$ cat src/rtl/mem_fetch_unit_pkg.sv
// Shared encodings for the memory-read stage and the CPU control FSM.
// Address-source codes, fetch state encoding and the halt instruction.
package mem_fetch_unit_pkg;

    localparam int unsigned DATA_W_DEF  = 16;
    localparam int unsigned ADDR_W_DEF  = 16;
    localparam int unsigned TIMEOUT_DEF = 255;

    // memAddr codes as driven by the controller; 2'b11 reads address 0
    localparam logic [1:0] READ_FROM_PC  = 2'b00;
    localparam logic [1:0] READ_FROM_MEM = 2'b01;
    localparam logic [1:0] READ_FROM_C   = 2'b10;

    // Top nibble 0011 routes the controller to its HALT path
    localparam logic [15:0] CTRL_HALT_OPCODE = 16'h3000;

    typedef enum logic [1:0] {
        IDLE = 2'd0,
        REQ  = 2'd1,
        DONE = 2'd2
    } fetch_state_t;

endpackage

$ cat src/rtl/mem_wait_timer.sv
// Wait counter for the REQ state: cleared on access start, counts while enabled,
// and flags the terminal count TIMEOUT-1.
module mem_wait_timer
    import mem_fetch_unit_pkg::*;
#(
    parameter int unsigned TIMEOUT = TIMEOUT_DEF
) (
    input  logic clk,
    input  logic rst,
    input  logic clr_i,
    input  logic en_i,
    output logic tc_c
);

    localparam int unsigned CNT_W = (TIMEOUT < 2) ? 1 : $clog2(TIMEOUT);

    logic [CNT_W-1:0] cnt_q;

    always_ff @(posedge clk) begin
        if (rst) begin
            cnt_q <= '0;
        end else if (clr_i) begin
            cnt_q <= '0;
        end else if (en_i) begin
            cnt_q <= cnt_q + CNT_W'(1);
        end
    end

    assign tc_c = (cnt_q == CNT_W'(TIMEOUT - 1));

endmodule

$ cat src/rtl/mem_fetch_unit.sv
// Memory-read stage: services opcode/operand read strobes with a req/ack
// handshake, stalls the controller until done, and turns a hung bus into HALT.
module mem_fetch_unit
    import mem_fetch_unit_pkg::*;
#(
    parameter int unsigned       DATA_W      = DATA_W_DEF,
    parameter int unsigned       ADDR_W      = ADDR_W_DEF,
    parameter int unsigned       TIMEOUT     = TIMEOUT_DEF,
    parameter logic [DATA_W-1:0] HALT_OPCODE = DATA_W'(CTRL_HALT_OPCODE)
) (
    input  logic              clk,
    input  logic              rst,
    input  logic [1:0]        memAddr,
    input  logic              saveOpcode,
    input  logic              saveMem,
    input  logic [ADDR_W-1:0] pc,
    input  logic [DATA_W-1:0] regC,
    output logic [DATA_W-1:0] opcode,
    output logic [DATA_W-1:0] memValue,
    output logic              stall,
    output logic              busError,
    output logic              mem_req,
    output logic [ADDR_W-1:0] mem_addr,
    input  logic              mem_ack,
    input  logic [DATA_W-1:0] mem_rdata
);

    fetch_state_t      state_q;
    logic              dest_opc_q;
    logic [ADDR_W-1:0] addr_q;
    logic [DATA_W-1:0] opcode_q;
    logic [DATA_W-1:0] memval_q;
    logic              err_q;
    logic              req_q;

    logic              strobe;
    logic              start;
    logic              timeout;
    logic [ADDR_W-1:0] sel_addr;

    assign strobe = saveOpcode | saveMem;
    assign start  = (state_q == IDLE) && strobe;

    // Indirect reads use memValue as it stands when the access starts
    always_comb begin
        sel_addr = '0;
        case (memAddr)
            READ_FROM_PC:  sel_addr = pc;
            READ_FROM_MEM: sel_addr = ADDR_W'(memval_q);
            READ_FROM_C:   sel_addr = ADDR_W'(regC);
            default:       sel_addr = '0;
        endcase
    end

    mem_wait_timer #(.TIMEOUT(TIMEOUT)) u_wait_timer (
        .clk   (clk),
        .rst   (rst),
        .clr_i (start),
        .en_i  (state_q == REQ),
        .tc_c  (timeout)
    );

    always_ff @(posedge clk) begin
        if (rst) begin
            state_q    <= IDLE;
            dest_opc_q <= 1'b0;
            addr_q     <= '0;
            opcode_q   <= '0;
            memval_q   <= '0;
            err_q      <= 1'b0;
            req_q      <= 1'b0;
        end else begin
            case (state_q)
                IDLE: begin
                    if (strobe) begin
                        addr_q     <= sel_addr;
                        dest_opc_q <= saveOpcode;
                        req_q      <= 1'b1;
                        state_q    <= REQ;
                    end
                end
                REQ: begin
                    // An ack on the terminal-count cycle still completes cleanly
                    if (mem_ack) begin
                        if (dest_opc_q) opcode_q <= mem_rdata;
                        else            memval_q <= mem_rdata;
                        req_q   <= 1'b0;
                        state_q <= DONE;
                    end else if (timeout) begin
                        if (dest_opc_q) opcode_q <= HALT_OPCODE;
                        else            memval_q <= '0;
                        err_q   <= 1'b1;
                        req_q   <= 1'b0;
                        state_q <= DONE;
                    end
                end
                DONE: begin
                    state_q <= IDLE;
                end
                default: begin
                    req_q   <= 1'b0;
                    state_q <= IDLE;
                end
            endcase
        end
    end

    assign stall    = start || (state_q == REQ);
    assign opcode   = opcode_q;
    assign memValue = memval_q;
    assign busError = err_q;
    assign mem_req  = req_q;
    assign mem_addr = addr_q;

endmodule

$ cat config.mk
export PLATFORM = sky130hd
export DESIGN_NAME = mem_fetch_unit
export DESIGN_NICKNAME = d
export VERILOG_FILES = /design/src/rtl/mem_fetch_unit_pkg.sv /design/src/rtl/mem_wait_timer.sv /design/src/rtl/mem_fetch_unit.sv
export SDC_FILE = /design/constraint.sdc
export NUM_CORES = 1
export LEC_CHECK = 0
export ABC_AREA = 1
export CAP_MARGIN = 10
export CORE_UTILIZATION = 40
export CTS_CLUSTER_SIZE = 20
export DETAILED_ROUTE_END_ITERATION = 10
export HOLD_SLACK_MARGIN = 0.1
export PLACE_DENSITY_LB_ADDON = 0.25
export SLEW_MARGIN = 20
export SYNTH_ARGS = -nofsm -noshare
export SYNTH_HDL_FRONTEND = slang
export SYNTH_HIERARCHICAL = 1
export SYNTH_SLANG_ARGS = --single-unit
$ cat constraint.sdc
create_clock -name clk -period 1.7 [get_ports clk]
set_clock_uncertainty 0.15 [all_clocks]
set_input_delay 0.34 -clock clk [delete_from_list [all_inputs] [get_ports clk]]
set_output_delay 0.34 -clock clk [all_outputs]
set_load 0.05 [all_outputs]
==> reports/metrics.cfg, run 1 <==
[min_path]
hold_class = in2reg

[floorplan]
core_area_um2 = 6760
die_w_um = 85.5
io_pins = 106
fp.dieH_um = 85.5
rows = 30
die-area_um2 = 7310
initial_core_util_pct = 41.3

[layout]
nNetsFinal = 586
syn_to_final_growth_pct = 74.9
multi_input_area_um2 = 1390
finalInstanceArea_um2 = 4880
diodes = 0
seqCellArea_um2 = 1220
drive_gt1_share_pct = 23.2
fillerInstances = 512

[run]
cap_violations = 0

[sta]
slew_headroom_pct = 58.5
min_period_ns = 1.75
hold_viol_final = 0
max_freq_ghz = 0.573
fin_ws_ns = -0.0462
slew_viol_final = 0
period_share_pct = 103
worst_pin_slew_ns = 0.621
rsz0062_at_grt = yes
finalSetupViolations = 18

[drt]
drt.antenna.violating_nets = 0
drt_iter0_drc = 171
drc = 0
first_pass_iters = 5
routedWlPerCell_um = 13.7
wl_um = 8430
vias = 3089
via_per_inst = 5.03

[clock_network]
root_buffer = clkbuf_8
clock_path_buffers = 2
clock_sinks = 61
cts_buffers = 9
clock_latency_ns = 0.33
cts_tree = done
cts_hold_buf = 0
cts.clk_slew.worst_paths_ns = 0.07
htreeDepth = 3

[setup_path]
slowest_delay_ns = 0.32
cp_common_cell = nand2_4
crit_buf_inv = 3
path_cells = inv_2, ha_4, nand4_1, nor3_2, inv_1, nand2_4, nand2_4, nor2_4, buf_6, nand2_2, nand2_1, nor2_1
crit_path_start_kind = register
crit_type = reg2reg
path_delay_family = simple AND/OR/NAND/NOR gates
cp_max_fo = 4
critical_path.slowest_cell = dfxtp_2
arrival_ns = 1.83
cp.required_ns = 1.78
end_kind = register

[yosys]
synth_ff_type = dfxtp_1
yosysMostFrequentCell = nand2_1
yosysWarnings = 6
synth_top_cell_by_area = dfxtp_1
synthTopCellsByCount = 100 x nand2_1, 69 x nor2_1, 61 x dfxtp_1
async_reset_ff_share_pct = 0
netlist_area_um2 = 2790
synth_area_leaders = dfxtp_1 44%, nand2_1 13%, nand3_1 9.5%, nor2_1 9.3%, a21oi_1 5.4%
synth_edf_count = 0
seq_area_frac_synth_pct = 43.8
synth_nets = 462
synthCells = 405
synth-seq-cells = 61
synth_top_area_share_pct = 43.8
yosysUniqueCellTypes = 20
synth.avg_cell_area_um2 = 6.89

[global_routing]
grt_pass1_vias = 2933
antenna_found_initial = 0
grt_usage_pct = 24.3
grt_pass1_wl_um = 13800
grt_max_degree = 30
gr-total-overflow = 0

[placed_design]
hpwl_um = 6100
pre_cts_ws_ns = -0.184
dpl_cell_area_um2 = 4560
port_buffers = 105
gp_congestion = 0.846

[power]
p_leak_nw = 2.02
power_density_nw_per_um2 = 817
peakVddDrop_mv = 0.473

[status]
outcome = finished with violations
violations = setup timing

-- through the flow --
stage	TNS (ns)	cells	util, %	hold slack (ns)	power, mW
2_1_floorplan	0	405	-	0.291	2.06
3_3_place_gp	-2.40	593	67.5	0.303	2.57
3_5_place_dp	-4.84	593	67.5	0.324	2.58
4_1_cts	-0.421	614	72.0	0.276	4.01
5_1_grt	-3.82	614	72.2	0.288	4.17
6_report	-0.308	614	72.2	0.288	3.99
-- placed cells by master (no fill, tap or decap) --
master           instances
a21oi_1                 29
a21oi_2                  1
a31oi_1                  1
buf_12                  55
buf_4                   20
buf_6                    5
bufinv_16                2
clkbuf_8                 9
clkdlybuf4s50_1         52
clkinv_2                 3
clkinvlp_4               2
dfxtp_1                 59
dfxtp_2                  2
dlygate4sd2_1            2
ha_1                     1
ha_4                     1
inv_1                   26
inv_2                    3
nand2_1                 97
nand2_2                  5
nand2_4                  2
nand3_1                 53
nand4_1                  2
nor2_1                  64
nor2_2                   5
nor2_4                   4
nor2_8                   1
nor3_1                   1
nor3_2                   2
o21ai_0                 21
o21ai_1                  2
o21ai_2                  2
-- kinds of logic (layout without fill, tap and decap cells) --
logic type / count (synthesis) / in the layout / synth area share, %
adders and majority gates: 2 / 2 / 0.897
AOI/OAI and AO/OA: 56 / 56 / 10.1
and+or+nand+nor: 236 / 236 / 36.8
DFF: 61 / 61 / 43.8
buffers and inverters: 50 / 179 / 8.43
-- cell type report --
class	instances	share of cell area, %
clock buffer	9	2.54
clock inverter	7	1.85
inverter	29	2.23
multi-input combinational	294	28.4
sequential	61	25.1
tap	80	2.05
timing repair buffer	134	37.8
-- registers in the layout, summed over array words and instances (netlist names) --
register            flops
busError                1
dest_opc_q              1
memValue               16
mem_addr               16
mem_req                 1
opcode                 16
state_q                 2
u_wait_timer/cnt_q      8
-- worst register-to-register path: stages, from the launching register on --
cell and delay (ns):
dfxtp_2 0.32, inv_2 0.06, ha_4 0.13, nand4_1 0.12, nor3_2 0.16, inv_1 0.10, nand2_4 0.10, nand2_4 0.08
nor2_4 0.15, buf_6 0.13, nand2_2 0.05, nand2_1 0.06, nor2_1 0.05
-- layer usage --
layer | global-route usage (%) | part of all wire [%]
met2 | 40.9 | 47
met3 | 6.06 | 6.6
met1 | 30.7 | 45
met5 | 0 | 0
met4 | 7.27 | 1.4
-- path summary, 6_finish.rpt --
path                                       from                            endpoint  slack [ns]  cells after the start
max reg2reg  u_wait_timer/cnt_q[0]$_SDFFE_PP0P_           memValue[13]$_SDFFE_PP0P_       -0.05                     12
min reg2reg  u_wait_timer/cnt_q[3]$_SDFFE_PP0P_  u_wait_timer/cnt_q[3]$_SDFFE_PP0P_        0.33                      1
max          u_wait_timer/cnt_q[0]$_SDFFE_PP0P_           memValue[13]$_SDFFE_PP0P_       -0.05                     12
min                                  saveOpcode             dest_opc_q$_SDFFE_PP0P_        0.29                      3
-- report_power, final --
group,switching (mW),internal [mW],total (mW)
Combinational,0.513,0.492,1.01
Sequential,0.0875,1.50,1.58
Clock,0.582,0.817,1.40
-- timing repair --
item,4_1_cts,5_1_grt
cloned,1,0
endpoints found under the hold margin,0,0
buffers inserted,4,0
pin swaps,5,4
setup endpoints to repair,33,33
gates resized for setup,23,6
Note: power is estimated with default switching activity, not from simulation.
==> run 2: changes to the inputs <==
Settings changed: PLACE_DENSITY set to 0.78, PLACE_DENSITY_LB_ADDON 0.25 to not set.
==> reports/metrics.cfg, run 2 (synthesis results as in run 1) <==
[global_routing]
grt_max_degree = 29  ; was 30
antenna_found_initial = 0  ; unchanged
grt_pass1_wl_um = 13700  ; was 13,800 µm
gr-total-overflow = 0  ; unchanged
grt_pass1_vias = 2890  ; was 2,933
grt_usage_pct = 24.1  ; was 24.3%

[setup_path]
crit_buf_inv = 3  ; unchanged
slowest_delay_ns = 0.33  ; was 0.32 ns
crit_path_start_kind = register  ; unchanged
critical_path.slowest_cell = dfxtp_2  ; unchanged
end_kind = register  ; unchanged
cp_max_fo = 14  ; was 4
arrival_ns = 1.93  ; was 1.83 ns
path_cells = inv_2, ha_4, nand4_1, nor3_2, inv_1, nand2_4, nand3_1, buf_4, o21ai_0, nor2_1  ; was inv_2, ha_4, nand4_1, nor3_2, inv_1, nand2_4, nand2_4, nor2_4, buf_6, nand2_2, nand2_1, nor2_1
path_delay_family = simple AND/OR/NAND/NOR gates  ; unchanged
crit_type = reg2reg  ; unchanged
cp.required_ns = 1.76  ; was 1.78 ns

[drt]
drt_iter0_drc = 177  ; was 171
wl_um = 9030  ; was 8430 µm
via_per_inst = 5.19  ; was 5.03
drc = 0  ; unchanged
drt.antenna.violating_nets = 0  ; unchanged
vias = 3203  ; was 3,089
first_pass_iters = 5  ; unchanged
routedWlPerCell_um = 14.6  ; was 13.7 µm

[floorplan]
die_w_um = 85.5  ; unchanged
die-area_um2 = 7310  ; unchanged
core_area_um2 = 6760  ; unchanged
initial_core_util_pct = 41.3  ; unchanged
io_pins = 106  ; unchanged
fp.dieH_um = 85.5  ; unchanged
rows = 30  ; unchanged

[power]
power_density_nw_per_um2 = 755  ; was 817 nW/µm²
p_leak_nw = 2.03  ; was 2.02 nW
peakVddDrop_mv = 0.461  ; was 0.473 mV
power_mw = 3.68  ; was 3.99 mW

[sta]
period_share_pct = 110  ; was 103%
hold_viol_final = 0  ; unchanged
finalSetupViolations = 34  ; was 18
worst_pin_slew_ns = 0.594  ; was 0.621 ns
max_freq_ghz = 0.537  ; was 0.573 GHz
slew_viol_final = 0  ; unchanged
fin_ws_ns = -0.162  ; was -0.0462 ns
slew_headroom_pct = 60.4  ; was 58.5%
min_period_ns = 1.86  ; was 1.75 ns
rsz0062_at_grt = yes  ; unchanged

[clock_network]
clock_sinks = 61  ; unchanged
cts_buffers = 9  ; unchanged
cts_hold_buf = 0  ; unchanged
clock_path_buffers = 2  ; unchanged
htreeDepth = 3  ; unchanged
cts_tree = done  ; unchanged
root_buffer = clkbuf_8  ; unchanged
cts.clk_slew.worst_paths_ns = 0.07  ; about the same
clock_latency_ns = 0.34  ; was 0.33 ns

[placed_design]
dpl_cell_area_um2 = 4560  ; about the same
hpwl_um = 6330  ; was 6100 µm
gp_congestion = 0.884  ; was 0.846
port_buffers = 105  ; unchanged

[status]
violations = setup timing  ; unchanged
outcome = finished with violations  ; unchanged

[layout]
layout_common_cells = 91 x nand2_1, 62 x nor2_1, 57 x dfxtp_1  ; was 97 x nand2_1, 64 x nor2_1, 59 x dfxtp_1
final_common_cell = nand2_1  ; unchanged
finalInstanceArea_um2 = 4880  ; about the same
diodes = 0  ; unchanged
utilization_pct = 72.2  ; about the same
drive_gt1_share_pct = 25.5  ; was 23.2%
nNetsFinal = 590  ; was 586
syn_to_final_growth_pct = 74.8  ; was 74.9%

[min_path]
hold_class = in2reg  ; unchanged

[run]
cap_violations = 0  ; unchanged

## run 2: changes by cell type in the layout (fill, tap and decap cells not counted), sizes merged
| cell | delta |
|---|---|
| clkbuf | +4 |
| clkinv | -1 |
| buf | +4 |
| bufinv | -2 |
| clkinvlp | -2 |
## run 2: path summary, 6_finish.rpt
kind,to,slack [ns],startpoint,depth (start not counted)
max,memValue[9]$_SDFFE_PP0P_,-0.16,u_wait_timer/cnt_q[0]$_SDFFE_PP0P_,10
min reg2reg,u_wait_timer/cnt_q[4]$_SDFFE_PP0P_,0.32,u_wait_timer/cnt_q[4]$_SDFFE_PP0P_,2
max reg2reg,memValue[9]$_SDFFE_PP0P_,-0.16,u_wait_timer/cnt_q[0]$_SDFFE_PP0P_,10
min,dest_opc_q$_SDFFE_PP0P_,0.28,saveOpcode,3
## run 2: worst reg2reg max path, stage by stage, from the launching register on
cell     delay, ns
dfxtp_2       0.33
inv_2         0.08
ha_4          0.13
nand4_1       0.10
nor3_2        0.21
inv_1         0.10
nand2_4       0.10
nand3_1       0.08
buf_4         0.18
o21ai_0       0.21
nor2_1        0.08
## run 2: per-stage QoR
step / std cells / worst slack (ns) / setup TNS [ns] / hold WS, ns
floorplan: 405 / 0.000289 / 0 / 0.291
global placement: 595 / -0.119 / -2.38 / 0.310
detailed placement: 595 / -0.291 / -6.11 / 0.309
CTS: 614 / -0.0721 / -0.691 / 0.274
global route: 617 / -0.248 / -6.49 / 0.310
finish: 617 / -0.162 / -3.62 / 0.285
## run 2: area by class of cell
| type | count | area (µm²) |
|---|---|---|
| Sequential cell | 61 | 1230 |
| Timing Repair Buffer | 138 | 1860 |
| Tap cell | 80 | 100 |
| Inverter | 29 | 109 |
| Fill cell | 478 | 1880 |
| Clock buffer | 13 | 149 |
| Multi-Input combinational cell | 294 | 1420 |
| Clock inverter | 2 | 10.0 |
## run 2: routing by layer
metal	GRT usage [%]	vias up	wire, µm
li1	-	1551	-
met1	28.8	1479	3800
met2	40.8	152	4340
met3	5.87	21	677
met4	11.5	0	212
met5	0	-	0
## run 2: repair_timing
| action | in CTS | in global routing |
|---|---|---|
| gates cloned | 1 | 0 |
| setup buffers | 3 | 3 |
| gates resized for setup | 16 | 23 |
| setup endpoints to repair | 33 | 34 |
| pin swaps | 6 | 14 |
## run 2: report_power, final
part	internal, mW	switching [mW]
registers	1.50	0.0856
clock network	0.557	0.522
logic	0.488	0.531
total	2.54	1.14
==> run 3: changes to the inputs <==
--- a/config.mk
+++ b/config.mk
@@ -6,5 +6,4 @@
 export NUM_CORES = 1
 export LEC_CHECK = 0
-export ABC_AREA = 1
 export CAP_MARGIN = 10
 export CORE_UTILIZATION = 40
--- a/constraint.sdc
+++ b/constraint.sdc
@@ -3,3 +3,3 @@
 set_input_delay 0.34 -clock clk [delete_from_list [all_inputs] [get_ports clk]]
 set_output_delay 0.34 -clock clk [all_outputs]
-set_load 0.05 [all_outputs]
+set_load 0.01 [all_outputs]
==> reports/metrics.cfg, run 3 <==
[global_routing]
grt_usage_pct = 23.1  ; was 24.1%
grt_pass1_vias = 2713  ; was 2,890
grt_pass1_wl_um = 13100  ; was 13,700 µm
grt_max_degree = 26  ; was 29
gr-total-overflow = 0  ; unchanged
antenna_found_initial = 0  ; unchanged

[layout]
multi_input_area_um2 = 1550  ; was 1420 µm²
syn_to_final_growth_pct = 59.9  ; was 74.8%
nNetsFinal = 470  ; was 590
seqCellArea_um2 = 1220  ; was 1230 µm²
fillerInstances = 560  ; was 478
diodes = 0  ; unchanged
final_common_cell = dfxtp_1  ; was nand2_1
fin_cells = 514  ; was 617
layout_common_cells = 59 x dfxtp_1, 53 x clkdlybuf4s50_1, 50 x dlygate4sd2_1  ; was 91 x nand2_1, 62 x nor2_1, 57 x dfxtp_1
drive_gt1_share_pct = 22.7  ; was 25.5%

[placed_design]
dp_cells = 485  ; was 595
port_buffers = 105  ; unchanged
hpwl_um = 5900  ; was 6330 µm
gp_congestion = 0.787  ; was 0.884

[yosys]
synth_fa_ha_area_share_pct = 0.891  ; was 0.897%
synth-compound-area-share_pct = 20.1  ; was 10.1%
synthTopCellsByCount = 61 x dfxtp_1, 28 x mux2i_1, 18 x nor4_1  ; was 100 x nand2_1, 69 x nor2_1, 61 x dfxtp_1
async_reset_ff_share_pct = 0  ; unchanged
synth_area_leaders = dfxtp_1 43%, mux2i_1 10%, a32o_1 5.7%, a31o_1 5.0%, o2bb2ai_1 5.0%  ; was dfxtp_1 44%, nand2_1 13%, nand3_1 9.5%, nor2_1 9.3%, a21oi_1 5.4%
synthCells = 279  ; was 405
yosysMostFrequentCell = dfxtp_1  ; was nand2_1
synth_top_family_by_area = compound AO/OA/AOI/OAI gates  ; was simple AND/OR/NAND/NOR gates
synth_edf_count = 0  ; unchanged
synth_ff_type = dfxtp_1  ; unchanged
yosys.area_share.simple_pct = 17.4  ; was 36.8%
netlist_area_um2 = 2810  ; was 2790 µm²
synth_top_cell_by_area = dfxtp_1  ; unchanged
muxShareOfSynthArea_pct = 9.98  ; was 0%
synth_nets = 336  ; was 462
yosysWarnings = 6  ; unchanged
seq_area_frac_synth_pct = 43.5  ; was 43.8%
synth_top_area_share_pct = 43.5  ; was 43.8%
synth_xor_area_share_pct = 1.25  ; was 0%
synth.avg_cell_area_um2 = 10.1  ; was 6.89 µm²
synth-seq-cells = 61  ; unchanged
yosysUniqueCellTypes = 38  ; was 20

[setup_path]
cp_max_fo = 2  ; was 14
rrSetupSlack_ns = 0.04  ; was -0.16 ns
arrival_ns = 1.18  ; was 1.93 ns
end_kind = output port  ; was register
crit_path_start_kind = primary input  ; was register
crit_type = in2out  ; was reg2reg
cp.required_ns = 1.21  ; was 1.76 ns

[drt]
vias = 2797  ; was 3,203
drt.antenna.violating_nets = 0  ; unchanged
drc = 0  ; unchanged
drt_iter0_drc = 98  ; was 177
first_pass_iters = 5  ; unchanged
via_per_inst = 5.44  ; was 5.19
routedWlPerCell_um = 16.6  ; was 14.6 µm
wl_um = 8560  ; was 9030 µm

[clock_network]
root_buffer = clkbuf_8  ; unchanged
cts_hold_buf = 0  ; unchanged
cts.clk_slew.worst_paths_ns = 0.07  ; about the same
cts_buffers = 9  ; unchanged
clock_path_buffers = 2  ; unchanged
clock_sinks = 61  ; unchanged
htreeDepth = 3  ; unchanged
cts_tree = done  ; unchanged
clock_latency_ns = 0.34  ; about the same

[status]
outcome = finished clean  ; was finished with violations

[sta]
max_freq_ghz = 0.597  ; was 0.537 GHz
min_period_ns = 1.67  ; was 1.86 ns
rsz0062_at_grt = yes  ; unchanged
worst_pin_slew_ns = 0.697  ; was 0.594 ns
slew_headroom_pct = 53.4  ; was 60.4%
slew_viol_final = 0  ; unchanged
finalSetupViolations = 0  ; was 34
period_share_pct = 98.5  ; was 110%
hold_viol_final = 0  ; unchanged

[min_path]
hold_class = reg2reg  ; was in2reg

[power]
power_mw = 3.43  ; was 3.68 mW
power_density_nw_per_um2 = 763  ; was 755 nW/µm²
peakVddDrop_mv = 0.422  ; was 0.461 mV
netSwitchingFraction_pct = 26.5  ; was 30.9%
internal_power_mw = 2.52  ; was 2.54 mW
combPwrFrac_pct = 18.9  ; was 27.7%
p_switching_mw = 0.909  ; was 1.14 mW
p_leak_nw = 1.95  ; was 2.03 nW
pwr-share-seq_pct = 44.0  ; was 43.0%
pwr-share-clk_pct = 37.2  ; was 29.3%

[floorplan]
die-area_um2 = 7360  ; was 7310 µm²
die_w_um = 85.8  ; was 85.5 µm
fp.dieH_um = 85.8  ; was 85.5 µm
core_area_um2 = 6790  ; was 6760 µm²
rows = 30  ; unchanged
io_pins = 106  ; unchanged
initial_core_util_pct = 41.3  ; about the same

[run]
cap_violations = 0  ; unchanged

[run 3: metal layers]
metal	part of all wire, %	vias to the layer above	track usage, %	routed length, µm
met1	43	1344	27.2	3710
met5	0	-	0	0
li1	-	1338	-	-
met4	1.6	0	8.94	140
met3	6.7	13	6.45	569
met2	48	102	39.8	4130
[run 3: metrics by stage]
step	hold slack (ns)	setup TNS (ns)	area, µm²	setup WS [ns]	utilization [%]
after floorplan	0.308	0	2830	0.0298	-
after global placement	0.304	-12.55	4110	-0.511	60.4
after detailed placement	0.306	-14.61	4110	-0.573	60.4
after CTS	0.313	0	4330	0.00153	63.7
after global routing	0.341	-0.0240	4490	-0.0177	66.1
final	0.307	0	4490	0.0257	66.1
[run 3: worst max-delay path, cell delays in order]
cell	delay, ns
clkdlybuf4s50_1	0.52
nor3_2	0.06
nor2_2	0.12
buf_2	0.15
[run 3: final timing paths]
kind,startpoint,depth (start not counted),to
max,saveMem,4,stall
min,mem_req$_SDFFE_PP0P_,2,mem_req$_SDFFE_PP0P_
max reg2reg,u_wait_timer/cnt_q[0]$_SDFFE_PP0P_,8,memValue[6]$_SDFFE_PP0P_
min reg2reg,mem_req$_SDFFE_PP0P_,2,mem_req$_SDFFE_PP0P_
[run 3: cells by family (layout without fill, tap and decap cells)]
group / Yosys count / after routing
fa+ha+maj: 2 / 2
compound gates: 69 / 69
flops: 61 / 61
buf+inv: 33 / 171
xor+xnor: 4 / 4
simple gates: 82 / 83
mux: 28 / 28
[run 3: repair_timing]
| action | in CTS | in global routing |
|---|---|---|
| resized for setup | 69 | 18 |
| setup endpoints to repair | 79 | 44 |
| setup buffers | 1 | 10 |
| pin swaps | 5 | 6 |
| gates cloned | 2 | 0 |
[run 3: cell type report]
type | count | area share, %
clock buffer | 12 | 3.23
clock inverter | 4 | 1.06
inverter | 6 | 0.613
multi-input combinational | 186 | 34.5
sequential | 61 | 27.2
tap | 96 | 2.67
timing repair buffer | 149 | 30.7
[run 3: power by group through the flow]
stage / clock network, mW / registers [mW] / logic [mW]
after global placement: 0 / 1.54 / 0.589
after CTS: 1.29 / 1.50 / 0.600
after global routing: 1.35 / 1.51 / 0.688
final: 1.27 / 1.51 / 0.646
after detailed placement: 0 / 1.54 / 0.604
after floorplan: 0 / 1.55 / 0.277
